===== src/rtl/prog_seq_pkg.sv =====
// Shared types and constants for the program run controller.
package prog_seq_pkg;

  typedef enum logic [1:0] {
    IDLE = 2'd0,
    LOAD = 2'd1,
    RUN  = 2'd2,
    DONE = 2'd3
  } state_e;

  localparam logic [8:0] HALT_OP = 9'b111111111;

  localparam int unsigned PROG_COUNT = 3;
  localparam logic [9:0] PROG_START [PROG_COUNT] = '{10'd0, 10'd256, 10'd512};

  // Start address lookup; indices beyond the table map to address 0.
  function automatic logic [9:0] prog_start(input logic [1:0] idx);
    logic [9:0] addr;
    addr = '0;
    case (idx)
      2'd0:    addr = PROG_START[0];
      2'd1:    addr = PROG_START[1];
      2'd2:    addr = PROG_START[2];
      default: addr = '0;
    endcase
    return addr;
  endfunction

endpackage


===== src/rtl/prog_sequencer_sat_counter.sv =====
// Saturating up-counter with synchronous clear; clear has priority over enable.
module sat_counter #(
  parameter int unsigned CNT_W = 16
) (
  input  logic             clk,
  input  logic             rst_n,
  input  logic             clear,
  input  logic             enable,
  output logic [CNT_W-1:0] count
);

  logic [CNT_W-1:0] count_d;
  logic [CNT_W-1:0] count_q;

  // Next count: clear, else increment unless already at all-ones.
  always_comb begin
    count_d = count_q;
    if (clear) begin
      count_d = '0;
    end else if (enable && (count_q != '1)) begin
      count_d = count_q + 1'b1;
    end
  end

  // Count register.
  always_ff @(posedge clk or negedge rst_n) begin
    if (!rst_n) begin
      count_q <= '0;
    end else begin
      count_q <= count_d;
    end
  end

  assign count = count_q;

endmodule


===== src/rtl/prog_sequencer.sv =====
// Run controller for instruction fetch: launches programs from a fixed start
// table on Start rising edges, runs until HALT or watchdog, then holds the PC.
module prog_sequencer
  import prog_seq_pkg::*;
#(
  parameter int unsigned NUM_PROGS  = 3,
  parameter int unsigned PC_W       = 10,
  parameter int unsigned INST_W     = 9,
  parameter int unsigned CNT_W      = 16,
  parameter int unsigned MAX_CYCLES = 1023
) (
  input  logic              Clk,
  input  logic              Reset,
  input  logic              Start,
  input  logic [INST_W-1:0] InstOut,
  output logic              PcLoad,
  output logic              PcHold,
  output logic [PC_W-1:0]   Target,
  output logic [1:0]        ProgIdx,
  output logic              Busy,
  output logic              Done,
  output logic              Timeout,
  output logic [CNT_W-1:0]  CycleCount
);

  state_e     state_d, state_q;
  logic [1:0] prog_idx_d, prog_idx_q;
  logic       timeout_d, timeout_q;
  logic       start_d, start_q;

  logic       start_rise;
  logic       halt;
  logic       watchdog;
  logic [1:0] next_idx;
  logic       cnt_clear;
  logic       cnt_en;

  // Launch detection, termination conditions and program index wrap.
  always_comb begin
    start_d    = Start;
    start_rise = Start & ~start_q;
    halt       = (InstOut == INST_W'(HALT_OP));
    watchdog   = (CycleCount == CNT_W'(MAX_CYCLES - 1));
    next_idx   = (prog_idx_q == 2'(NUM_PROGS - 1)) ? 2'd0 : prog_idx_q + 2'd1;
  end

  // Sequencer next-state: HALT takes priority over the watchdog.
  always_comb begin
    state_d    = state_q;
    prog_idx_d = prog_idx_q;
    timeout_d  = timeout_q;
    unique case (state_q)
      IDLE: if (start_rise) state_d = LOAD;
      LOAD: begin
        timeout_d = 1'b0;
        state_d   = RUN;
      end
      RUN: begin
        if (halt) begin
          state_d    = DONE;
          prog_idx_d = next_idx;
        end else if (watchdog) begin
          state_d    = DONE;
          timeout_d  = 1'b1;
          prog_idx_d = next_idx;
        end
      end
      DONE: if (start_rise) state_d = LOAD;
      default: state_d = IDLE;
    endcase
  end

  // Sequencer state registers.
  always_ff @(posedge Clk or negedge Reset) begin
    if (!Reset) begin
      state_q    <= IDLE;
      prog_idx_q <= '0;
      timeout_q  <= 1'b0;
      start_q    <= 1'b0;
    end else begin
      state_q    <= state_d;
      prog_idx_q <= prog_idx_d;
      timeout_q  <= timeout_d;
      start_q    <= start_d;
    end
  end

  assign cnt_clear = (state_q == LOAD);
  assign cnt_en    = (state_q == RUN);

  sat_counter #(
    .CNT_W(CNT_W)
  ) u_cycle_cnt (
    .clk   (Clk),
    .rst_n (Reset),
    .clear (cnt_clear),
    .enable(cnt_en),
    .count (CycleCount)
  );

  // Outputs decoded purely from registered state.
  always_comb begin
    PcLoad  = (state_q == LOAD);
    PcHold  = (state_q == IDLE) || (state_q == DONE);
    Busy    = (state_q == LOAD) || (state_q == RUN);
    Done    = (state_q == DONE);
    Timeout = timeout_q;
    ProgIdx = prog_idx_q;
    Target  = PC_W'(prog_start(prog_idx_q));
  end

endmodule


===== config.mk =====
export PLATFORM = sky130hd
export DESIGN_NAME = prog_sequencer
export DESIGN_NICKNAME = d
export VERILOG_FILES = /design/src/rtl/prog_seq_pkg.sv /design/src/rtl/prog_sequencer_sat_counter.sv /design/src/rtl/prog_sequencer.sv
export SDC_FILE = /design/constraint.sdc
export NUM_CORES = 1
export LEC_CHECK = 0
export ABC_AREA = 1
export CORE_MARGIN = 2
export CORE_UTILIZATION = 51
export DETAILED_ROUTE_END_ITERATION = 12
export GPL_TIMING_DRIVEN = 0
export MAX_ROUTING_LAYER = met4
export PLACE_DENSITY = 0.92
export SYNTH_ARGS = -nofsm -noshare
export SYNTH_HDL_FRONTEND = slang
export SYNTH_SLANG_ARGS = --single-unit

===== constraint.sdc =====
create_clock -name Clk -period 4.2 [get_ports Clk]
set_input_delay 0.63 -clock Clk [delete_from_list [all_inputs] [get_ports Clk]]
set_output_delay 0.63 -clock Clk [all_outputs]
set_load 0.1 [all_outputs]

# Word level (Yosys, flattened, before mapping)

Cells that the tools add are included.

Register bits: 22
Bits of input ports: 12
Word-level logic and storage cells: 45

Add/subtract/negate cells: 2
Eq/ne operators: 12
Mux-type cells: 13
Bitwise operators: 2
Reduce and logical (&&, ||, !) cells: 11

Operators by type and width:

| kind                                                                    | number |
|---|---|
| 16-bit 2-to-1 mux                                                       | 2 |
| 10-bit case mux with 2 select lines                                     | 1 |
| 16-bit by 1-bit adder with 16-bit output, second input constant         | 1 |
| 16-bit by 10-bit equality test with 1-bit output, second input constant | 1 |
| 16-bit != test, second input constant                                   | 1 |
| 2-bit 2-to-1 mux                                                        | 6 |
| 9-bit equality test, second input constant                              | 1 |
| 2-bit equality test, second input constant                              | 3 |
| 2-bit case mux with 3 select lines                                      | 1 |
| 2-bit nonzero test                                                      | 3 |
| 2-bit by 1-bit equality test with 1-bit output, second input constant   | 2 |
| 2-bit != test, second input constant                                    | 2 |
| 2-bit AND reduction                                                     | 2 |
| 3-bit != test, second input constant                                    | 1 |
| 3-bit AND reduction                                                     | 1 |
| 2-bit by 1-bit adder with 2-bit output, second input constant           | 1 |
| 2-bit zero test                                                         | 1 |
| 1-bit logical OR                                                        | 2 |
| 1-bit 2-to-1 mux                                                        | 2 |
| 2-bit by 1-bit != test with 1-bit output, second input constant         | 1 |
| 1-bit case mux with 2 select lines                                      | 1 |
| 2-bit OR reduction                                                      | 1 |
| 1-bit AND                                                               | 1 |
| 1-bit logical AND                                                       | 1 |
| 1-bit inverter                                                          | 1 |

# Longest topological paths before layout

Gate-level depths: netlist of run 1.

Word-level depth: 4
Mapped depth: 11

# Modules after synthesis

From an unflattened synthesis of run 1, not the netlist that was laid out.

Cells, all modules: 221
Area total of the unflattened synthesis: 1564.0 µm²

By module, submodules not included:

| module         | times used | cells each | area an instance (µm²) |
|---|---|---|---|
| sat_counter    | 1          | 144        | 1037.2 |
| prog_sequencer | 1          | 77         | 526.8 |

# Least setup slack after synthesis of run 1

No wires, ideal clock.

Path type: flip-flop to output port
Start: register prog_idx_q[1], in the netlist ProgIdx[1]
End: output Target[9]
Arrival time: 2.348 ns
Data required time: 3.570 ns
Setup slack: 1.222 ns
Stages on the path, launching flop included: 3
Path buffers: 0
Cell sequence: dfrtp_1 inv_1 nor2_1

Cells in the longest elaborated chain, start to end: 2
Elaborated cells on any way between the ends: 3
Those cells by class: 2 x eq/ne; 1 x mux

RTL lines:

| item                                                                                         | line                 | source |
|---|---|---|
| start: declaration                                                                           | prog_sequencer.sv:27 | `logic [1:0] prog_idx_d, prog_idx_q;` |
| start signal: assignment                                                                     | prog_sequencer.sv:82 | `prog_idx_q <= prog_idx_d;` |
| 2-bit equality test / 2-bit by 1-bit equality test with 1-bit output (equally long branches) | prog_seq_pkg.sv:20   | `case (idx)` |
| 10-bit case mux with 2 select lines *                                                        | prog_seq_pkg.sv:20   |  |
| end: declaration                                                                             | prog_sequencer.sv:18 | `output logic [PC_W-1:0] Target,` |

Every way passes the cells marked *; elsewhere a longest branch is shown, timed or not.

# Worst setup path after layout of run 1

Start: register state_q[1]
End: output PcLoad

Cells in the longest elaborated chain, start to end: 1

RTL lines:

| item                                           | line                  | source |
|---|---|---|
| start: declaration                             | prog_sequencer.sv:26  | `state_e state_d, state_q;` |
| start signal: assignment                       | prog_sequencer.sv:81  | `state_q <= state_d;` |
| 2-bit by 1-bit equality test with 1-bit output | prog_sequencer.sv:103 | `PcLoad = (state_q == LOAD);` |
| end: declaration                               | prog_sequencer.sv:16  | `output logic PcLoad,` |

No other way between the ends.

==> results.txt, run 1 <==
outcome -> complete, no violations
H-tree depth -> 1
Die ar. -> 3570 sq um
register area -> 551 sq um
CP Max Fanout -> 6
total of max-cap violations -> 0
Period minus WS final -> 3060 ps
CTS Buf Count -> 3
fmax -> 327 MHz
TNS Setup -> 0 ps
gpl congestion -> 0.934
Layout Cells excl Fill -> 307
final number of max-transition violations -> 0
post-synthesis sequential area ratio -> 0.347
Worst Hold Depth -> 2
post-cts sizing count -> 0
GRT overflow -> 0
ANT nets after route -> 0
I/O pin cnt -> 45
worst-path cell chain -> inv_1, ha_1, clkdlybuf4s50_1
GRT Overall Usage -> 0.244
leak pwr -> 0.985 nW
Hold-fix buffers, CTS -> 0
Worst-path clk slew -> 120 ps
worst r2r path cells -> 10
Total Wirelength -> 3690 um
Core Box Area -> 3000 sq um
clock buffer depth -> 2
final hold violation count -> 0
Worst Path Required -> 3570 ps
crit path kind -> reg -> out
layout cell share with drive strength beyond 1 -> 0.113
n_diodes -> 0
Die W -> 59.8 um
Post-Syn Area per Cell -> 6.96 sq um
initial antenna violation count -> 0
Initial DRT Pass Iterations -> 4
startpoint types -> flop
worst hold path type -> reg -> reg
first-pass GRT wire length -> 6510 um
Ys Warns -> 0
total power -> 1.20 mW
CP max stage cell -> clkdlybuf4s50_1
Mapped Cells -> 228
P per Cell Area -> 587 nW/um^2
slew of the pin with the lowest slew margin -> 983 ps
Largest stage delay, worst path -> 1210 ps
DR DRC count -> 0
vias in the first global route -> 1,543
Unique masters post-synth -> 26
Initial Util -> 0.528
nets -> 294
Vias/cell -> 5.09
Critical Path AT -> 2430 ps
worst vdd ir -> 0.799 mV
Detail Placement HPWL -> 2880 um
FILL cells -> 276
CTS tree -> built
port buffer count -> 36
CTS sink count -> 22
CP Capture Type -> primary output
RSZ-0062 raised after global routing -> no
Tcrit/Tclk final -> 0.728
Placed Cells -> 304
Clock Skew -> 5.95 ps
synthesized area -> 1590 sq um
multi-input logic area -> 873 sq um
Die H -> 59.8 um
WL/cell -> 12.0 um
clk_lat worst skew -> 320 ps
flops & latches, synth -> 22
root buf cell -> clkbuf_4
final setup vio count -> 0
Worst slew margin -> 0.342
Via Count -> 1,563
Setup Fix Bufs, Post-CTS -> 0
row count -> 20
drt first-iter violations -> 52
Area Growth Syn to Fin -> 28.4%
largest net degree at the start of global routing -> 23
[synth_stat cells]
cell type / number / area share
o21ai_0: 8 / 0.025
inv_2: 1 / 0.0024
o21ai_1: 1 / 0.0032
nor2_4: 2 / 0.014
o21bai_1: 1 / 0.0047
conb_1: 1 / 0.0024
a21oi_1: 4 / 0.013
nor2_2: 3 / 0.012
dfrtp_1: 22 / 0.35
nand3b_1: 2 / 0.0095
nand3_2: 5 / 0.032
xor2_1: 1 / 0.0055
nand2_1: 77 / 0.18
nor2_8: 1 / 0.013
nand3_1: 10 / 0.032
ha_1: 6 / 0.047
o211ai_2: 1 / 0.0079
nor3_1: 3 / 0.0095
buf_8: 1 / 0.0095
o21ai_2: 2 / 0.011
buf_2: 1 / 0.0032
nand2_4: 1 / 0.0071
nor2_1: 34 / 0.080
buf_4: 10 / 0.047
inv_1: 24 / 0.057
nand4_1: 6 / 0.024
[path summary, 6_finish.rpt]
path,slack [ps],end,start
setup / recovery,1140,PcLoad,state_q[1]$_DFFE_PN0P_
hold / removal,540,Timeout$_DFFE_PN0P_,Timeout$_DFFE_PN0P_
setup reg to reg,2540,u_cycle_cnt.count[13]$_DFFE_PN0P_,state_q[0]$_DFFE_PN0P_
hold reg to reg,540,Timeout$_DFFE_PN0P_,Timeout$_DFFE_PN0P_
max in group asynchronous,2770,u_cycle_cnt.count[8]$_DFFE_PN0P_,Reset
min in group asynchronous,840,u_cycle_cnt.count[5]$_DFFE_PN0P_,Reset
[kinds of logic after synthesis]
| kind of cell | synth area share |
|---|---|
| DFF | 0.347 |
| buffers and inverters | 0.119 |
| xor gates and xnor gates | 0.00552 |
| AOI/OAI and AO/OA | 0.0647 |
| adders and majority gates | 0.0473 |
| and+or+nand+nor | 0.414 |
| other | 0.00236 |
[routing by layer]
layer  track usage  up-vias  routed length (um)
li1              -      790                   -
met1         0.303      707                1620
met2         0.410       61                1830
met3        0.0476        5                 221
met4        0.0540        0                  18
met5             -        -                   0
[power breakdown]
part           leakage [nW]  internal [mW]  switching, mW
clock network        0.0138         0.0336         0.0666
registers             0.297          0.240         0.0370
logic                 0.674          0.200          0.619
total                 0.985          0.474          0.723
[final cells by class]
type | count | share of cell area
clock buffer | 3 | 0.0111
buffer | 12 | 0.0467
sequential | 22 | 0.270
timing repair buffer | 36 | 0.177
multi-input combinational | 176 | 0.429
inverter | 25 | 0.0461
tap | 33 | 0.0203
[cell usage in the layout, fill, tap and decap left out]
| master | instances |
|---|---|
| a21oi_1 | 4 |
| buf_2 | 1 |
| buf_4 | 10 |
| buf_8 | 1 |
| clkbuf_4 | 3 |
| clkdlybuf4s50_1 | 36 |
| conb_1 | 8 |
| dfrtp_1 | 22 |
| ha_1 | 6 |
| inv_1 | 24 |
| inv_2 | 1 |
| nand2_1 | 77 |
| nand2_4 | 1 |
| nand3_1 | 10 |
| nand3_2 | 5 |
| nand3b_1 | 2 |
| nand4_1 | 6 |
| nor2_1 | 34 |
| nor2_2 | 3 |
| nor2_4 | 2 |
| nor2_8 | 1 |
| nor3_1 | 3 |
| o211ai_2 | 1 |
| o21ai_0 | 8 |
| o21ai_1 | 1 |
| o21ai_2 | 2 |
| o21bai_1 | 1 |
| xor2_1 | 1 |
[sequential cells by signal, summed over array words and instances (netlist names)]
signal and count:
u_cycle_cnt.count 16, ProgIdx 2, state_q 2, Timeout 1, start_q 1
[stage by stage]
| step | hold slack [ps] | setup slack, ps | util | instance area [sq um] |
|---|---|---|---|---|
| 2_1_floorplan | 334 | 1220 | - | 1610 |
| 3_3_place_gp | 500 | 1500 | 0.671 | 2010 |
| 3_5_place_dp | 508 | 1490 | 0.671 | 2010 |
| 4_1_cts | 541 | 1140 | 0.678 | 2040 |
| 5_1_grt | 582 | 1070 | 0.678 | 2040 |
| 6_report | 541 | 1140 | 0.678 | 2040 |
[critical path: cells and delay by family, from the launching register on]
family                     cells  cell delay, ps
buffers and inverters          2            1300
DFF                            1             430
adders and majority gates      1             380
Note: power is estimated with default switching activity, not from simulation.
==> run 2, diff against run 1 <==
--- a/config.mk
+++ b/config.mk
@@ -7,11 +7,11 @@
 export LEC_CHECK = 0
 export ABC_AREA = 1
 export CORE_MARGIN = 2
-export CORE_UTILIZATION = 51
+export CORE_UTILIZATION = 48
 export DETAILED_ROUTE_END_ITERATION = 12
 export GPL_TIMING_DRIVEN = 0
 export MAX_ROUTING_LAYER = met4
-export PLACE_DENSITY = 0.92
+export PLACE_DENSITY = 0.87
 export SYNTH_ARGS = -nofsm -noshare
 export SYNTH_HDL_FRONTEND = slang
 export SYNTH_SLANG_ARGS = --single-unit
==> constraint.sdc (replaced) <==
create_clock -name Clk -period 2.9 [get_ports Clk]
set_input_delay 0.435 -clock Clk [delete_from_list [all_inputs] [get_ports Clk]]
set_output_delay 0.435 -clock Clk [all_outputs]
set_load 0.1 [all_outputs]
==> results.txt, run 2 (same netlist as run 1, synthesis figures left out) <==
outcome -> complete, no violations
Initial Util -> 0.511 (-0.0170)
placed cell areas -> 2030 sq um (+0.68%)
Min Hold Slack -> 540 ps (-1.02 ps)
utilization after layout -> 0.662 (-0.0166)
CTS Buf Count -> 3 (unchanged)
Clock Skew -> 2.11 ps (-3.84 ps)
I/O pin cnt -> 45 (unchanged)
GRT overflow -> 0 (unchanged)
CP max stage cell -> clkdlybuf4s50_1
initial antenna violation count -> 0 (unchanged)
WL/cell -> 11.6 um (-3.7%)
CP Capture Type -> primary output
crit path kind -> reg -> out
layout cell share with drive strength beyond 1 -> 0.113 (unchanged)
final hold violation count -> 0 (unchanged)
fin area -> 2050 sq um (+0.80%)
Largest register FFs -> 16 (unchanged)
Critical Path Start -> state_q[0]$_DFFE_PN0P_
clock buffer depth -> 2 (unchanged)
Hold-fix buffers, CTS -> 0 (unchanged)
slew of the pin with the lowest slew margin -> 1010 ps (+29.3 ps)
gpl congestion -> 0.915 (-2.0%)
CTS sink count -> 22 (unchanged)
nets -> 294 (unchanged)
leak pwr -> 0.999 nW (+1.4%)
Period minus WS final -> 2790 ps
Area Growth Syn to Fin -> 29.4%
Largest stage delay, worst path -> 1130 ps (-80 ps)
Worst slew margin -> 0.323 (-0.0196)
Vias/cell -> 5.08 (-0.12%)
crit-path leading delay family -> buffers and inverters
startpoint types -> flop
P per Cell Area -> 843 nW/um^2 (+43%)
reg2reg setup slack -> 1260 ps (-1280 ps)
Critical Path End -> Busy
Tcrit/Tclk final -> 0.961
total power -> 1.73 mW (+45%)
TNS Setup -> 0 ps (unchanged)
GRT Overall Usage -> 0.227 (-0.0171)
worst r2r path cells -> 6 (-4)
Worst-path clk slew -> 120 ps (about the same)
Worst Path Required -> 2470 ps (-1100 ps)
Detail Placement HPWL -> 2810 um (-2.3%)
H-tree depth -> 1 (unchanged)
n_diodes -> 0 (unchanged)
final number of max-transition violations -> 0 (unchanged)
ANT nets after route -> 0 (unchanged)
worst hold path type -> reg -> reg
worst vdd ir -> 1.41 mV (+76%)
Die ar. -> 3780 sq um (+5.8%)
most frequent cells in the layout -> nand2_1, clkdlybuf4s50_1, nor2_1
Die W -> 61.5 um (+2.9%)
Via Count -> 1,617 (+3.5%)
r2r endpoint -> u_cycle_cnt.count[15]$_DFFE_PN0P_
Crit Reg-Reg Startpoint -> state_q[1]$_DFFE_PN0P_
final setup vio count -> 0 (unchanged)
Worst path depth -> 4 (+1)
RSZ-0062 raised after global routing -> no
Critical Path AT -> 2350 ps (-80 ps)
vias in the first global route -> 1,438 (-6.8%)
root buf cell -> clkbuf_4
largest net degree at the start of global routing -> 23 (unchanged)
CP Max Fanout -> 5 (-1)
first-pass GRT wire length -> 6290 um (-3.4%)
DR DRC count -> 0 (unchanged)
drt first-iter violations -> 69 (+33%)
commonest non-fill, non-tap cell in the layout -> nand2_1
worst-path cell chain -> inv_1, ha_1, inv_1, clkdlybuf4s50_1
total of max-cap violations -> 0 (unchanged)
Initial DRT Pass Iterations -> 4 (unchanged)
CP most frequent cell -> inv_1
Worst Path Buf+Inv -> 3 (+1)
port buffer count -> 36 (unchanged)
fmax -> 359 MHz
post-cts sizing count -> 0 (unchanged)
Die H -> 61.5 um (+2.9%)
clk_lat worst skew -> 310 ps (about the same)
CTS tree -> built
Setup Fix Bufs, Post-CTS -> 0 (unchanged)
row count -> 20 (unchanged)
Total Wirelength -> 3680 um (-0.30%)
Core Box Area -> 3100 sq um (+3.3%)
[run 2: changes by cell type in the layout (fill, tap and decap cells not counted)]
cell,change
dlymetal6s2s_1,+1
clkdlybuf4s50_1,-1
[run 2: report_power, final]
group	switching, mW	leakage [nW]	internal, mW	total, mW
clock	0.0961	0.0138	0.0486	0.145
combinational	0.894	0.688	0.288	1.18
sequential	0.0559	0.297	0.347	0.403
[run 2: how the worst min path moves through the flow]
stage	from	endpoint	slack, ps	cells past startpoint
6_report	Timeout$_DFFE_PN0P_	Timeout$_DFFE_PN0P_	540	2
5_1_grt	Start	start_q$_DFF_PN0_	590	1
4_1_cts	Timeout$_DFFE_PN0P_	Timeout$_DFFE_PN0P_	540	2
3_5_place_dp	Timeout$_DFFE_PN0P_	Timeout$_DFFE_PN0P_	500	2
3_3_place_gp	Timeout$_DFFE_PN0P_	Timeout$_DFFE_PN0P_	510	2
2_1_floorplan	Reset	ProgIdx[0]$_DFFE_PN0P_	140	0
[run 2: worst register-to-register path: cells and delay by family (launching register included)]
kind                       cells  cell delay [ps]
and+or+nand+nor                2              150
buffers and inverters          3              580
adders and majority gates      1              370
DFF                            1              450
[run 2: per-stage QoR]
stage | std cells | worst slack [ps]
2_1_floorplan | 235 | 117
3_3_place_gp | 315 | 370
3_5_place_dp | 315 | 385
4_1_cts | 318 | 31.1
5_1_grt | 318 | 9.85
6_report | 318 | 113
[run 2: layout make-up]
type,instances,area (sq um)
Buffer,12,95.1
Clock buffer,3,22.5
Fill cell,301,1050
Inverter,25,93.8
Multi-Input combinational cell,176,873
Sequential cell,22,551
Tap cell,44,55.1
Timing Repair Buffer,36,363
[run 2: routing by layer]
| metal | GRT usage | wire length (um) | vias to the layer above |
|---|---|---|---|
| met5 | - | 0 | - |
| met4 | 0.0638 | 37 | 0 |
| met3 | 0.0315 | 205 | 7 |
| met2 | 0.362 | 1750 | 63 |
| met1 | 0.301 | 1680 | 754 |
| li1 | - | - | 793 |
==> run 3, diff against run 2 <==
--- a/config.mk
+++ b/config.mk
@@ -7,11 +7,11 @@
 export LEC_CHECK = 0
 export ABC_AREA = 1
 export CORE_MARGIN = 2
-export CORE_UTILIZATION = 48
+export CORE_UTILIZATION = 25
 export DETAILED_ROUTE_END_ITERATION = 12
 export GPL_TIMING_DRIVEN = 0
 export MAX_ROUTING_LAYER = met4
-export PLACE_DENSITY = 0.87
+export PLACE_DENSITY = 0.54
 export SYNTH_ARGS = -nofsm -noshare
 export SYNTH_HDL_FRONTEND = slang
 export SYNTH_SLANG_ARGS = --single-unit
==> results.txt, run 3 (same netlist as run 1, synthesis figures left out) <==
outcome -> complete, no violations
Die H -> 83.7 um (+36%)
Worst-path clk slew -> 90 ps (-30 ps)
P per Cell Area -> 855 nW/um^2 (+1.5%)
largest net degree at the start of global routing -> 23 (unchanged)
total power -> 1.82 mW (+5.1%)
worst vdd ir -> 1.09 mV (-22%)
crit path kind -> reg -> out
vias in the first global route -> 1,445 (+0.49%)
clk_lat worst skew -> 270 ps (-40 ps)
drt first-iter violations -> 99 (+43%)
Core Box Area -> 6240 sq um (+100%)
startpoint types -> flop
nets -> 294 (unchanged)
n_diodes -> 0 (unchanged)
PnR worst setup slack -> 162 ps (+48.5 ps)
TNS Setup -> 0 ps (unchanged)
Worst slew margin -> 0.301 (-0.0221)
initial antenna violation count -> 0 (unchanged)
CTS Buf Count -> 3 (unchanged)
worst-path cell chain -> inv_1, ha_1, inv_1, clkdlybuf4s50_1
Die W -> 83.7 um (+36%)
pre-CTS WS -> 351 ps (-34.6 ps)
placed cell areas -> 2070 sq um (+2.0%)
worst hold path type -> reg -> reg
gpl congestion -> 0.872 (-4.7%)
Die ar. -> 7000 sq um (+85%)
DR DRC count -> 0 (unchanged)
root buf cell -> clkbuf_8
I/O pin cnt -> 45 (unchanged)
ANT nets after route -> 0 (unchanged)
WL/cell -> 11.1 um (-4.2%)
Via Count -> 1,522 (-5.9%)
layout cell share with drive strength beyond 1 -> 0.116 (+0.00322)
CTS tree -> built
fmax -> 365 MHz (+1.8%)
GRT Overall Usage -> 0.119 (-0.108)
Worst Path Buf+Inv -> 3 (unchanged)
CTS sink count -> 22 (unchanged)
total of max-cap violations -> 0 (unchanged)
Tcrit/Tclk final -> 0.944 (-0.0167)
utilization after layout -> 0.341 (-0.321)
Critical Path AT -> 2300 ps (-50 ps)
fin area -> 2130 sq um (+3.6%)
final number of max-transition violations -> 0 (unchanged)
Period minus WS final -> 2740 ps (-48.5 ps)
Clock Skew -> 2.49 ps (+0.385 ps)
Placed Cells -> 348 (+10%)
FILL cells -> 676 (+120%)
slew of the pin with the lowest slew margin -> 1050 ps (+33.1 ps)
CP Capture Type -> primary output
CP Max Fanout -> 5 (unchanged)
CP max stage cell -> clkdlybuf4s50_1
crit-path leading delay family -> buffers and inverters
most frequent cells in the layout -> nand2_1, clkdlybuf4s50_1, nor2_1
first-pass GRT wire length -> 6640 um (+5.5%)
commonest non-fill, non-tap cell in the layout -> nand2_1
Worst Path Required -> 2470 ps (about the same)
Area Growth Syn to Fin -> 34.1%
Largest register FFs -> 16 (unchanged)
final setup vio count -> 0 (unchanged)
RSZ-0062 raised after global routing -> no
row count -> 29 (+45%)
Initial DRT Pass Iterations -> 4 (unchanged)
GRT overflow -> 0 (unchanged)
Vias/cell -> 4.32 (-15%)
final hold violation count -> 0 (unchanged)
Total Wirelength -> 3900 um (+6.0%)
Min Hold Slack -> 542 ps (+2.60 ps)
Largest stage delay, worst path -> 1130 ps (about the same)
H-tree depth -> 1 (unchanged)
port buffer count -> 36 (unchanged)
Detail Placement HPWL -> 3030 um (+7.8%)
leak pwr -> 1.01 nW (+1.5%)
Hold-fix buffers, CTS -> 0 (unchanged)
Layout Cells excl Fill -> 352 (+11%)
CP most frequent cell -> inv_1
Initial Util -> 0.254 (-0.257)
clock buffer depth -> 2 (unchanged)
[run 3: worst reg2reg max path: stages (launching register included)]
cell,delay [ps]
dfrtp_1,420
inv_1,100
ha_1,400
inv_1,240
buf_4,240
nand4_1,100
nand2_1,60
[run 3: what timing repair did]
| action | in CTS | in global routing |
|---|---|---|
| setup buffers | 0 | 0 |
| resized for setup | 0 | 1 |
| setup endpoints to repair | 0 | 1 |
[run 3: area by class of cell]
| cell class | count | area, sq um | area share |
|---|---|---|---|
| Timing Repair Buffer | 36 | 363 | 0.171 |
| Inverter | 25 | 93.8 | 0.0441 |
| Buffer | 12 | 95.1 | 0.0447 |
| Clock buffer | 4 | 55.1 | 0.0259 |
| Sequential cell | 22 | 551 | 0.259 |
| Multi-Input combinational cell | 176 | 873 | 0.411 |
| Tap cell | 77 | 96.3 | 0.0453 |
[run 3: final timing paths]
check,start,end,slack (ps),cells after the start
max,state_q[0]$_DFFE_PN0P_,Busy,160,4
min reg2reg,ProgIdx[1]$_DFFE_PN0P_,ProgIdx[1]$_DFFE_PN0P_,540,2
max in group asynchronous,Reset,u_cycle_cnt.count[10]$_DFFE_PN0P_,1540,1
min,ProgIdx[1]$_DFFE_PN0P_,ProgIdx[1]$_DFFE_PN0P_,540,2
min in group asynchronous,Reset,u_cycle_cnt.count[2]$_DFFE_PN0P_,730,1
max reg2reg,state_q[1]$_DFFE_PN0P_,u_cycle_cnt.count[10]$_DFFE_PN0P_,1240,6
[run 3: power by group]
| group | internal [mW] | total (mW) | switching, mW |
|---|---|---|---|
| combinational | 0.289 | 1.18 | 0.896 |
| sequential | 0.348 | 0.400 | 0.0528 |
| clock | 0.121 | 0.234 | 0.112 |
| total | 0.758 | 1.82 | 1.06 |
[run 3: layer usage]
metal / part of all wire / global-route usage / vias up
met3: 0.050 / 0.0326 / 5
met1: 0.47 / 0.152 / 686
li1: - / - / 797
met4: 0.0056 / 0.0205 / 0
met5: 0 / - / -
met2: 0.47 / 0.193 / 34
